`src/rtl/fifo_rd_pkg.sv`:
```
// Shared types and constants for the FIFO read-side drain controller.
package fifo_rd_pkg;

    typedef enum logic [1:0] {
        IDLE  = 2'd0,
        FETCH = 2'd1,
        FLUSH = 2'd2
    } rd_state_t;

    // Words the controller can hold locally (skid buffer entries).
    localparam int SKID_DEPTH   = 2;
    // Cycles from fifo_rd_en sampled high to fifo_dout valid.
    localparam int READ_LATENCY = 1;

endpackage

```
`src/rtl/fifo_rd_drain_ctrl_if.sv`:
```
// FIFO read port plus downstream valid/ready stream, seen from the drain controller.
// master: the drain controller; slave: FIFO + consumer side.
interface fifo_rd_drain_ctrl_if #(
    parameter int DW = 4
);
    logic          fifo_empty;
    logic          fifo_rd_en;
    logic [DW-1:0] fifo_dout;
    logic [DW-1:0] m_data;
    logic          m_valid;
    logic          m_ready;
    logic          m_last;

    modport master (
        input  fifo_empty, fifo_dout, m_ready,
        output fifo_rd_en, m_data, m_valid, m_last
    );

    modport slave (
        output fifo_empty, fifo_dout, m_ready,
        input  fifo_rd_en, m_data, m_valid, m_last
    );
endinterface

```
`src/rtl/rd_skid_buf.sv`:
```
// Two-entry, order-preserving holding buffer for words fetched from the FIFO.
// Caller guarantees no push when full and no pop when empty.
module rd_skid_buf
    import fifo_rd_pkg::*;
#(
    parameter int DW = 4
) (
    input  logic          clk,
    input  logic          rst,
    input  logic          push,
    input  logic [DW-1:0] push_data,
    input  logic          pop,
    output logic [DW-1:0] head,
    output logic [1:0]    occ
);
    logic [DW-1:0] mem [SKID_DEPTH];
    logic          wr_ptr;
    logic          rd_ptr;

    // Pointer/occupancy bookkeeping and entry writes.
    always_ff @(posedge clk or posedge rst) begin
        if (rst) begin
            for (int i = 0; i < SKID_DEPTH; i++) mem[i] <= '0;
            wr_ptr <= 1'b0;
            rd_ptr <= 1'b0;
            occ    <= 2'd0;
        end else begin
            if (push) begin
                mem[wr_ptr] <= push_data;
                wr_ptr      <= ~wr_ptr;
            end
            if (pop) rd_ptr <= ~rd_ptr;
            case ({push, pop})
                2'b10:   occ <= occ + 2'd1;
                2'b01:   occ <= occ - 2'd1;
                default: occ <= occ;
            endcase
        end
    end

    assign head = mem[rd_ptr];

endmodule

```
`src/rtl/fifo_rd_drain_ctrl.sv`:
```
// Read-side drain engine: pulls words out of the FIFO while enabled, keeps at most
// SKID_DEPTH words outstanding, and streams them downstream framed into bursts.
// Optional: define RD_CHECKSUM_EN to add a per-burst XOR checksum (chk_data/chk_valid).
module fifo_rd_drain_ctrl
    import fifo_rd_pkg::*;
#(
    parameter int DW        = 4,
    parameter int BURST_LEN = 8,
    parameter int CW        = 4
) (
    input  logic                 rd_clk,
    input  logic                 rd_rst,
    input  logic                 enable,
    fifo_rd_drain_ctrl_if.master bus,
`ifdef RD_CHECKSUM_EN
    output logic [DW-1:0]        chk_data,
    output logic                 chk_valid,
`endif
    output logic                 busy
);
    rd_state_t     state;
    logic          inflight;
    logic [1:0]    occ;
    logic [DW-1:0] head;
    logic [CW-1:0] bcnt;
    logic          occ_nz;
    logic          push;
    logic          pop;
    logic          xfer;
    logic [2:0]    outstanding;

    assign occ_nz      = (occ != 2'd0);
    assign outstanding = 3'(occ) + 3'(inflight);

    // Never request more words than there are free slots to land them in.
    assign bus.fifo_rd_en = (state == FETCH) && !bus.fifo_empty &&
                            (outstanding < 3'(SKID_DEPTH));

    // The arriving word is presented straight from fifo_dout when the buffer is empty,
    // so a word is visible the cycle after its read; it is parked only if not taken.
    assign bus.m_valid = occ_nz || inflight;
    assign bus.m_data  = occ_nz ? head : (inflight ? bus.fifo_dout : '0);
    assign bus.m_last  = (bcnt == CW'(BURST_LEN - 1));

    assign xfer = bus.m_valid && bus.m_ready;
    assign pop  = occ_nz && bus.m_ready;
    assign push = inflight && !(!occ_nz && bus.m_ready);

    rd_skid_buf #(.DW(DW)) u_skid (
        .clk       (rd_clk),
        .rst       (rd_rst),
        .push      (push),
        .push_data (bus.fifo_dout),
        .pop       (pop),
        .head      (head),
        .occ       (occ)
    );

    // Track the read whose data lands on fifo_dout next cycle.
    always_ff @(posedge rd_clk or posedge rd_rst) begin
        if (rd_rst) inflight <= 1'b0;
        else        inflight <= bus.fifo_rd_en;
    end

    // Burst position; survives enable gaps, only reset clears it.
    always_ff @(posedge rd_clk or posedge rd_rst) begin
        if (rd_rst)      bcnt <= '0;
        else if (xfer)   bcnt <= bus.m_last ? '0 : bcnt + CW'(1);
    end

    // Control FSM with registered busy.
    always_ff @(posedge rd_clk or posedge rd_rst) begin
        if (rd_rst) begin
            state <= IDLE;
            busy  <= 1'b0;
        end else begin
            case (state)
                IDLE: if (enable) begin
                    state <= FETCH;
                    busy  <= 1'b1;
                end
                FETCH: if (!enable) state <= FLUSH;
                FLUSH: begin
                    if (enable) begin
                        state <= FETCH;
                    end else if (!occ_nz && !inflight) begin
                        state <= IDLE;
                        busy  <= 1'b0;
                    end
                end
                default: begin
                    state <= IDLE;
                    busy  <= 1'b0;
                end
            endcase
        end
    end

`ifdef RD_CHECKSUM_EN
    logic [DW-1:0] chk_acc;

    // XOR the words of each burst; publish and clear after the last one is taken.
    always_ff @(posedge rd_clk or posedge rd_rst) begin
        if (rd_rst) begin
            chk_acc   <= '0;
            chk_data  <= '0;
            chk_valid <= 1'b0;
        end else begin
            chk_valid <= 1'b0;
            if (xfer) begin
                if (bus.m_last) begin
                    chk_data  <= chk_acc ^ bus.m_data;
                    chk_valid <= 1'b1;
                    chk_acc   <= '0;
                end else begin
                    chk_acc   <= chk_acc ^ bus.m_data;
                end
            end
        end
    end
`endif

endmodule

```
`src/flat_wrapper.sv`:
```
// flat-port wrapper written by rule: the top's interface ports become plain ports
module fifo_rd_drain_ctrl_flat import fifo_rd_pkg::*;
#(
    parameter int DW        = 4,
    parameter int BURST_LEN = 8,
    parameter int CW        = 4
)
  (rd_clk, rd_rst, enable, busy, bus_fifo_empty, bus_fifo_dout, bus_m_ready, bus_fifo_rd_en, bus_m_data, bus_m_valid, bus_m_last);
  fifo_rd_drain_ctrl_if #(.DW(DW)) bus_i ();
  input  logic rd_clk;
  input  logic rd_rst;
  input  logic enable;
  output logic busy;
  input wire logic [$bits(bus_i.fifo_empty)-1:0] bus_fifo_empty;
  input wire logic [$bits(bus_i.fifo_dout)-1:0] bus_fifo_dout;
  input wire logic [$bits(bus_i.m_ready)-1:0] bus_m_ready;
  output wire logic [$bits(bus_i.fifo_rd_en)-1:0] bus_fifo_rd_en;
  output wire logic [$bits(bus_i.m_data)-1:0] bus_m_data;
  output wire logic [$bits(bus_i.m_valid)-1:0] bus_m_valid;
  output wire logic [$bits(bus_i.m_last)-1:0] bus_m_last;
  assign bus_i.fifo_empty = bus_fifo_empty;
  assign bus_i.fifo_dout = bus_fifo_dout;
  assign bus_i.m_ready = bus_m_ready;
  assign bus_fifo_rd_en = bus_i.fifo_rd_en;
  assign bus_m_data = bus_i.m_data;
  assign bus_m_valid = bus_i.m_valid;
  assign bus_m_last = bus_i.m_last;
  fifo_rd_drain_ctrl #(.DW(DW), .BURST_LEN(BURST_LEN), .CW(CW)) u_core (.rd_clk(rd_clk), .rd_rst(rd_rst), .enable(enable), .bus(bus_i), .busy(busy));
endmodule
```
`config.mk`:
```
export PLATFORM = sky130hd
export DESIGN_NAME = fifo_rd_drain_ctrl_flat
export DESIGN_NICKNAME = d
export VERILOG_FILES = /design/src/rtl/fifo_rd_pkg.sv /design/src/rtl/fifo_rd_drain_ctrl_if.sv /design/src/rtl/rd_skid_buf.sv /design/src/rtl/fifo_rd_drain_ctrl.sv /design/src/flat_wrapper.sv
export SDC_FILE = /design/constraint.sdc
export NUM_CORES = 1
export LEC_CHECK = 0
export BUFFER_PORTS_ARGS = -buffer_cell sky130_fd_sc_hd__buf_2
export CAP_MARGIN = 20
export CELL_PAD_IN_SITES_DETAIL_PLACEMENT = 0
export CELL_PAD_IN_SITES_GLOBAL_PLACEMENT = 1
export CORE_MARGIN = 1
export CORE_UTILIZATION = 48
export CTS_BUF_LIST = sky130_fd_sc_hd__clkbuf_4
export DETAILED_ROUTE_END_ITERATION = 16
export GPL_TIMING_DRIVEN = 1
export PLACE_DENSITY = 0.94
export REMOVE_ABC_BUFFERS = 1
export SLEW_MARGIN = 20
export SYNTH_ARGS = -nofsm -noshare
export SYNTH_HDL_FRONTEND = slang
export SYNTH_SLANG_ARGS = --single-unit
```
`constraint.sdc`:
```
create_clock -name rd_clk -period 3.9 [get_ports rd_clk]
set_input_delay 0.585 -clock rd_clk [delete_from_list [all_inputs] [get_ports rd_clk]]
set_output_delay 0.585 -clock rd_clk [all_outputs]
set_load 0.02 [all_outputs]
```
-- Word-level counts from Yosys, hierarchy flattened
Cells that the tools add are included.
- add/sub/neg operators: 4
- magnitude comparators: 4
- equality and inequality tests: 10
- multiplexer cells: 19
- bitwise logic cells: 5
- reduce and logical (&&, ||, !) cells: 18
- operators with widths (operator ; number):
    $mux W4 ; 7
    $bwmux W8 ; 1
    $logic_and A1 B1 Y1 ; 8
    $mux W2 ; 4
    $ne A2 B2 Y1 const B ; 3
    $pmux W2 S3 ; 1
    $add A4 B1 Y4 const B ; 1
    $demux W4 S1 ; 1
    $eq A2 B1 Y1 const B ; 2
    $eq A2 B2 Y1 const B ; 2
    $eq A4 B3 Y1 const B ; 1
    $ge A2 B2 Y1 const B ; 2
    $logic_not A1 Y1 ; 4
    $not A1 Y2 ; 2
    $pmux W2 S2 ; 1
    $reduce_and A4 Y1 ; 1
    $reduce_bool A2 Y1 ; 2
    $add A2 B1 Y3 ; 1
    $lt A3 B2 Y1 const B ; 1
    $mux W1 ; 3
    $ne A3 B2 Y1 const B ; 1
    $not A1 Y1 ; 3
    $pmux W1 S3 ; 1
    $reduce_and A3 Y1 ; 1
    other kinds (6) ; 6
- bits in registers: 20
- input bits: 9
- output and inout port bits: 8
- logic and storage cells: 69

-- Logic depth before layout (Yosys ltp)
- depth in word-level cells: 7
- depth in mapped cells: 7
- gate-level depth less buffers: 6

-- Hierarchy
Synthesis repeated with hierarchy kept, for this count alone.
- cells, all modules: 81
- area total of the unflattened synthesis: 1011.0 um^2
- by module, submodules not included (module ; times used ; cells an instance ; area each (um^2) ; seq. area each (um^2)):
    rd_skid_buf ; 1 ; 35 ; 558.0 ; 300.3
    fifo_rd_drain_ctrl ; 1 ; 46 ; 452.9 ; 200.2

-- Worst setup path before layout
No wires, ideal clock.
- kind: input to output
- from: in bus_fifo_empty
- to: out bus_fifo_rd_en
- data arrival time: 1.360 ns
- required time: 3.315 ns
- path slack: 1.955 ns
- cell stages on the path: 2
- path buffers: 0
- path through: or4_1 > a21oi_1
- longest elaborated chain between the ends: 3
- ends and longest elaborated chain (item ; RTL line ; source):
    from (decl) ; flat_wrapper.sv:14 ; input wire logic [$bits(bus_i.fifo_empty)-1:0] bus_fifo_empty;
    $logic_not A1 Y1 ; fifo_rd_drain_ctrl.sv:36 ; assign bus.fifo_rd_en = (state == FETCH) && !bus.fifo_empty &&
    $logic_and A1 B1 Y1 (2 in series) ; fifo_rd_drain_ctrl.sv:36 ;
    to (decl) ; flat_wrapper.sv:17 ; output wire logic [$bits(bus_i.fifo_rd_en)-1:0] bus_fifo_rd_en;
Every way passes these cells.

-- Final worst setup path
- from: reg u_core.u_skid.occ[0]
- to: out bus_m_data[1]
- longest elaborated chain between the ends: 2
- ends and longest elaborated chain (item ; RTL line ; source):
    from (decl) ; rd_skid_buf.sv:14 ; output logic [1:0] occ
    from (signal assigned) ; rd_skid_buf.sv:34 ; 2'b10: occ <= occ + 2'd1;
    from (signal assigned) ; rd_skid_buf.sv:35 ; 2'b01: occ <= occ - 2'd1;
    $reduce_bool A2 Y1 ; fifo_rd_drain_ctrl.sv:32 ; assign occ_nz = (occ != 2'd0);
    $mux W4 ; fifo_rd_drain_ctrl.sv:42 ; assign bus.m_data = occ_nz ? head : (inflight ? bus.fifo_dout : '0);
    to (decl) ; flat_wrapper.sv:18 ; output wire logic [$bits(bus_i.m_data)-1:0] bus_m_data;
Every way passes these cells.

==> results.txt <==
Measured along the y axis, the die boundary spans 46.7 microns. The number of antenna violations at the first check in global routing is 0, and the largest stage delay on the critical path is 490 ps. For this design, the slowest cell found on the critical path is dfrtp_1.

Clock latency on the worst-skew pair, taken at its later pin, is 300 ps. Once the clock tree was built, the setup fixing pass inserted 0 buffers. The static leakage power was 0.000501 uW. Entering global routing, the biggest net connects 21 pins. The leftover overflow at the end of global routing was 0; the part of the cycle the worst path needs was 57.7%. Summing the sequential cell areas from Yosys gives 52.2% of the chip area. Fraction of layout instances using a drive strength above 1: 34.7%. The startpoint identified for the worst register-to-register timing path is u_core.u_skid.occ[0]. For the weighted congestion at the end of routability-driven global placement, the log shows 0.767.

The core region area was 1800 sq um. In the final design database the tool counted 110 nets. The worst setup path is of the reg2out kind. After routing, the total negative slack on setup checks comes to 0 ps. STA puts the critical path data required time at 3310 ps. The number of iterations in the first detailed-routing pass is 4. The area growth from synthesis to layout is 15.4%.

Once detail routing completed, the nets flagged for antenna violations numbered 0. The clock passes through at most 2 buffers. A synthesized cell averages 11.8 sq um. The routed via count divided by cell count is 5.37, and the synthesis-stage register bit count is 20. Summed over all layers, the routed wires come to 1760 microns. The antenna diode count is 0, and the quantity of gates resized following cts is 0. After technology mapping, the gate count stands at 81. For the pin with the worst max-slew slack, the measured transition is 732 ps.

For the depth of the CTS H-tree, the log shows 1. STA classifies the critical path startpoint as a register. The tree is rooted in a clkbuf_4. Buffers placed on the I/O ports in this run total 16. The cell area that synthesis handed to floorplanning was 958 sq um. In this run the critical register-to-register path is captured at u_core.u_skid.occ[1].

The routed length per instance is 14.3 microns. In this run, distinct cell masters in the synthesized netlist total 24. The starting density of the core is 53.2%. Traced cell by cell, the critical path runs through nor2_1, nand3_1, o21ai_0, buf_2.

Max capacitance violation total: 0. The die is 46.7 microns wide. During synthesis, Yosys emitted a total of 0 warnings. For this design the top-level I/O count stands at 17. Detailed placement ended at an HPWL of 1330 microns. The logs give 2130 ps for the reg2reg setup slack and 1.90 ps for the worst clock skew. In this run the worst setup path begins at u_core.u_skid.occ[0]. The run gives 0.449 mV as the highest ir drop seen on vdd.

The tools report the sort of element at the end of the critical path as an output pin. The count of clock tree sinks is 20, and the final standard cell count with taps included and fillers excluded is 123. The flow ran to the end, and the final reports show no timing, DRC or antenna violations. Clock tree synthesis inserted a total of 3 buffers.

The max-slew violation count was 0. The path class of the tightest hold or removal check is in2async. TritonCTS built the clock tree. The area of the die is 2180 sq um. The logs give 1670 ps for the arrival time at the worst endpoint and 0 for the final number of hold-violating endpoints. The global-route wire length before repair was 2900 microns.

The tools report the global-route usage over all layers as 19.3%. For this run, design rule violations remaining after detail routing come to 0. The cell family contributing the most delay on the critical path was simple AND/OR/NAND/NOR gates. In this run the power density over the cells is 819 nW/um^2. For the count of routing violations after the opening detailed-route iteration, the log shows 12. Setup repair after global routing left no endpoint under its margin. Number of buffer and inverter instances along the worst setup path: 1. Counting tap cells, the placed design contains a total of 119 instances. The routed design could run at a clock period as short as 2250 ps. Detailed routing inserted a total of 661 vias.

Setup violations remaining at the end of the flow were counted as 0. The maximum clock rate is 444 MHz, and the standard-cell row count is 15. The worst pin sits at a relative slew slack of 51.2%. Hold repair after CTS inserted 0 buffers.

Clock-pin slew was measured on the worst setup and hold paths at 110 ps. The length in cells of the worst reg-to-reg path is 5. The tools report the via count of the first global-routing pass as 679. The worst-path maximum fanout came out at 9.
cell usage after synthesis (all sizes together):
library cell,instances,share of area (%)
nand2b,2,1.3
or4,1,0.78
buf,3,1.7
nor2,5,2.0
or3,1,1.2
dfrtp,20,52
xnor2,4,3.7
xor2,2,1.8
o31a,1,1.0
o211ai,1,0.78
mux2,10,12
a21oi,3,1.6
nor3b,2,2.6
nor2b,1,0.65
mux2i,5,5.2
a21boi,1,0.78
nand3,5,2.6
ha,2,2.6
nand4,1,0.65
nand2,3,1.2
inv,2,0.78
o21ai,6,3.1
final cells by class:
cell class / count / area, sq um
sequential: 20 / 500
fill: 180 / 696
inverter: 2 / 7.51
tap: 25 / 31.3
clock buffer: 3 / 22.5
clock inverter: 1 / 30.0
multi-input combinational: 56 / 434
timing repair buffer: 16 / 80.1
cell families (layout without fill, tap and decap cells):
logic type	Yosys count	after routing	share of synthesized area, %
muxes	15	15	17.0
and+or+nand+nor	21	21	12.9
adders and majority gates	2	2	2.61
buffers and inverters	5	22	2.48
xor gates and xnor gates	6	6	5.48
DFF	20	20	52.2
AOI/OAI and AO/OA	12	12	7.31
through the flow:
step / area (sq um) / hold slack (ps) / power (uW) / util, % / worst slack [ps]
after CTS: 1110 / 417 / 914 / 61.4 / 1650
final: 1110 / 385 / 906 / 61.4 / 1650
after floorplan: 942 / 454 / 638 / - / 1950
after global routing: 1110 / 463 / 967 / 61.4 / 1470
after detailed placement: 1050 / 496 / 744 / 58.5 / 1900
after global placement: 1050 / 469 / 722 / 58.5 / 1920
layer usage:
metal | vias to the layer above | GRT usage (%) | wire length [microns]
met1 | 329 | 25.1 | 798
met3 | 2 | 2.35 | 43
met4 | 0 | 9.14 | 21
met2 | 11 | 31.7 | 893
met5 | - | 0 | 0
li1 | 319 | - | -
power breakdown:
part / switching [uW] / total, uW / internal [uW]
combinational: 178 / 349 / 171
clock: 63.3 / 167 / 104
sequential: 91.3 / 390 / 298
total: 333 / 906 / 573
cell usage in the layout, fill, tap and decap left out, types with 3 or more instances in the layout:
master and instances:
nor2_1 5, clkbuf_4 3, mux2i_1 5, dfrtp_1 20, xnor2_1 4, mux2_2 10, nand2_1 3, nand3_1 5
o21ai_0 6, buf_2 16, a21oi_1 3
flip-flops by register name, summed over array words and instances, names as in the netlist:
| register | flops |
|---|---|
| u_core.u_skid.wr_ptr | 1 |
| u_core.state | 2 |
| u_core.u_skid.mem | 8 |
| u_core.u_skid.occ | 2 |
| u_core.busy | 1 |
| u_core.inflight | 1 |
| u_core.u_skid.rd_ptr | 1 |
| u_core.bcnt | 4 |
how the worst max path moves through the flow:
stage                                end  slack (ps)  depth (start not counted)
after floorplan           bus_fifo_rd_en        1950                          2
after global placement    bus_fifo_rd_en        1920                          4
after detailed placement  bus_fifo_rd_en        1900                          4
after CTS                  bus_m_data[0]        1650                          4
after global routing       bus_m_data[1]        1470                          4
final                      bus_m_data[1]        1650                          4
Note: power is estimated with default switching activity, not from simulation.
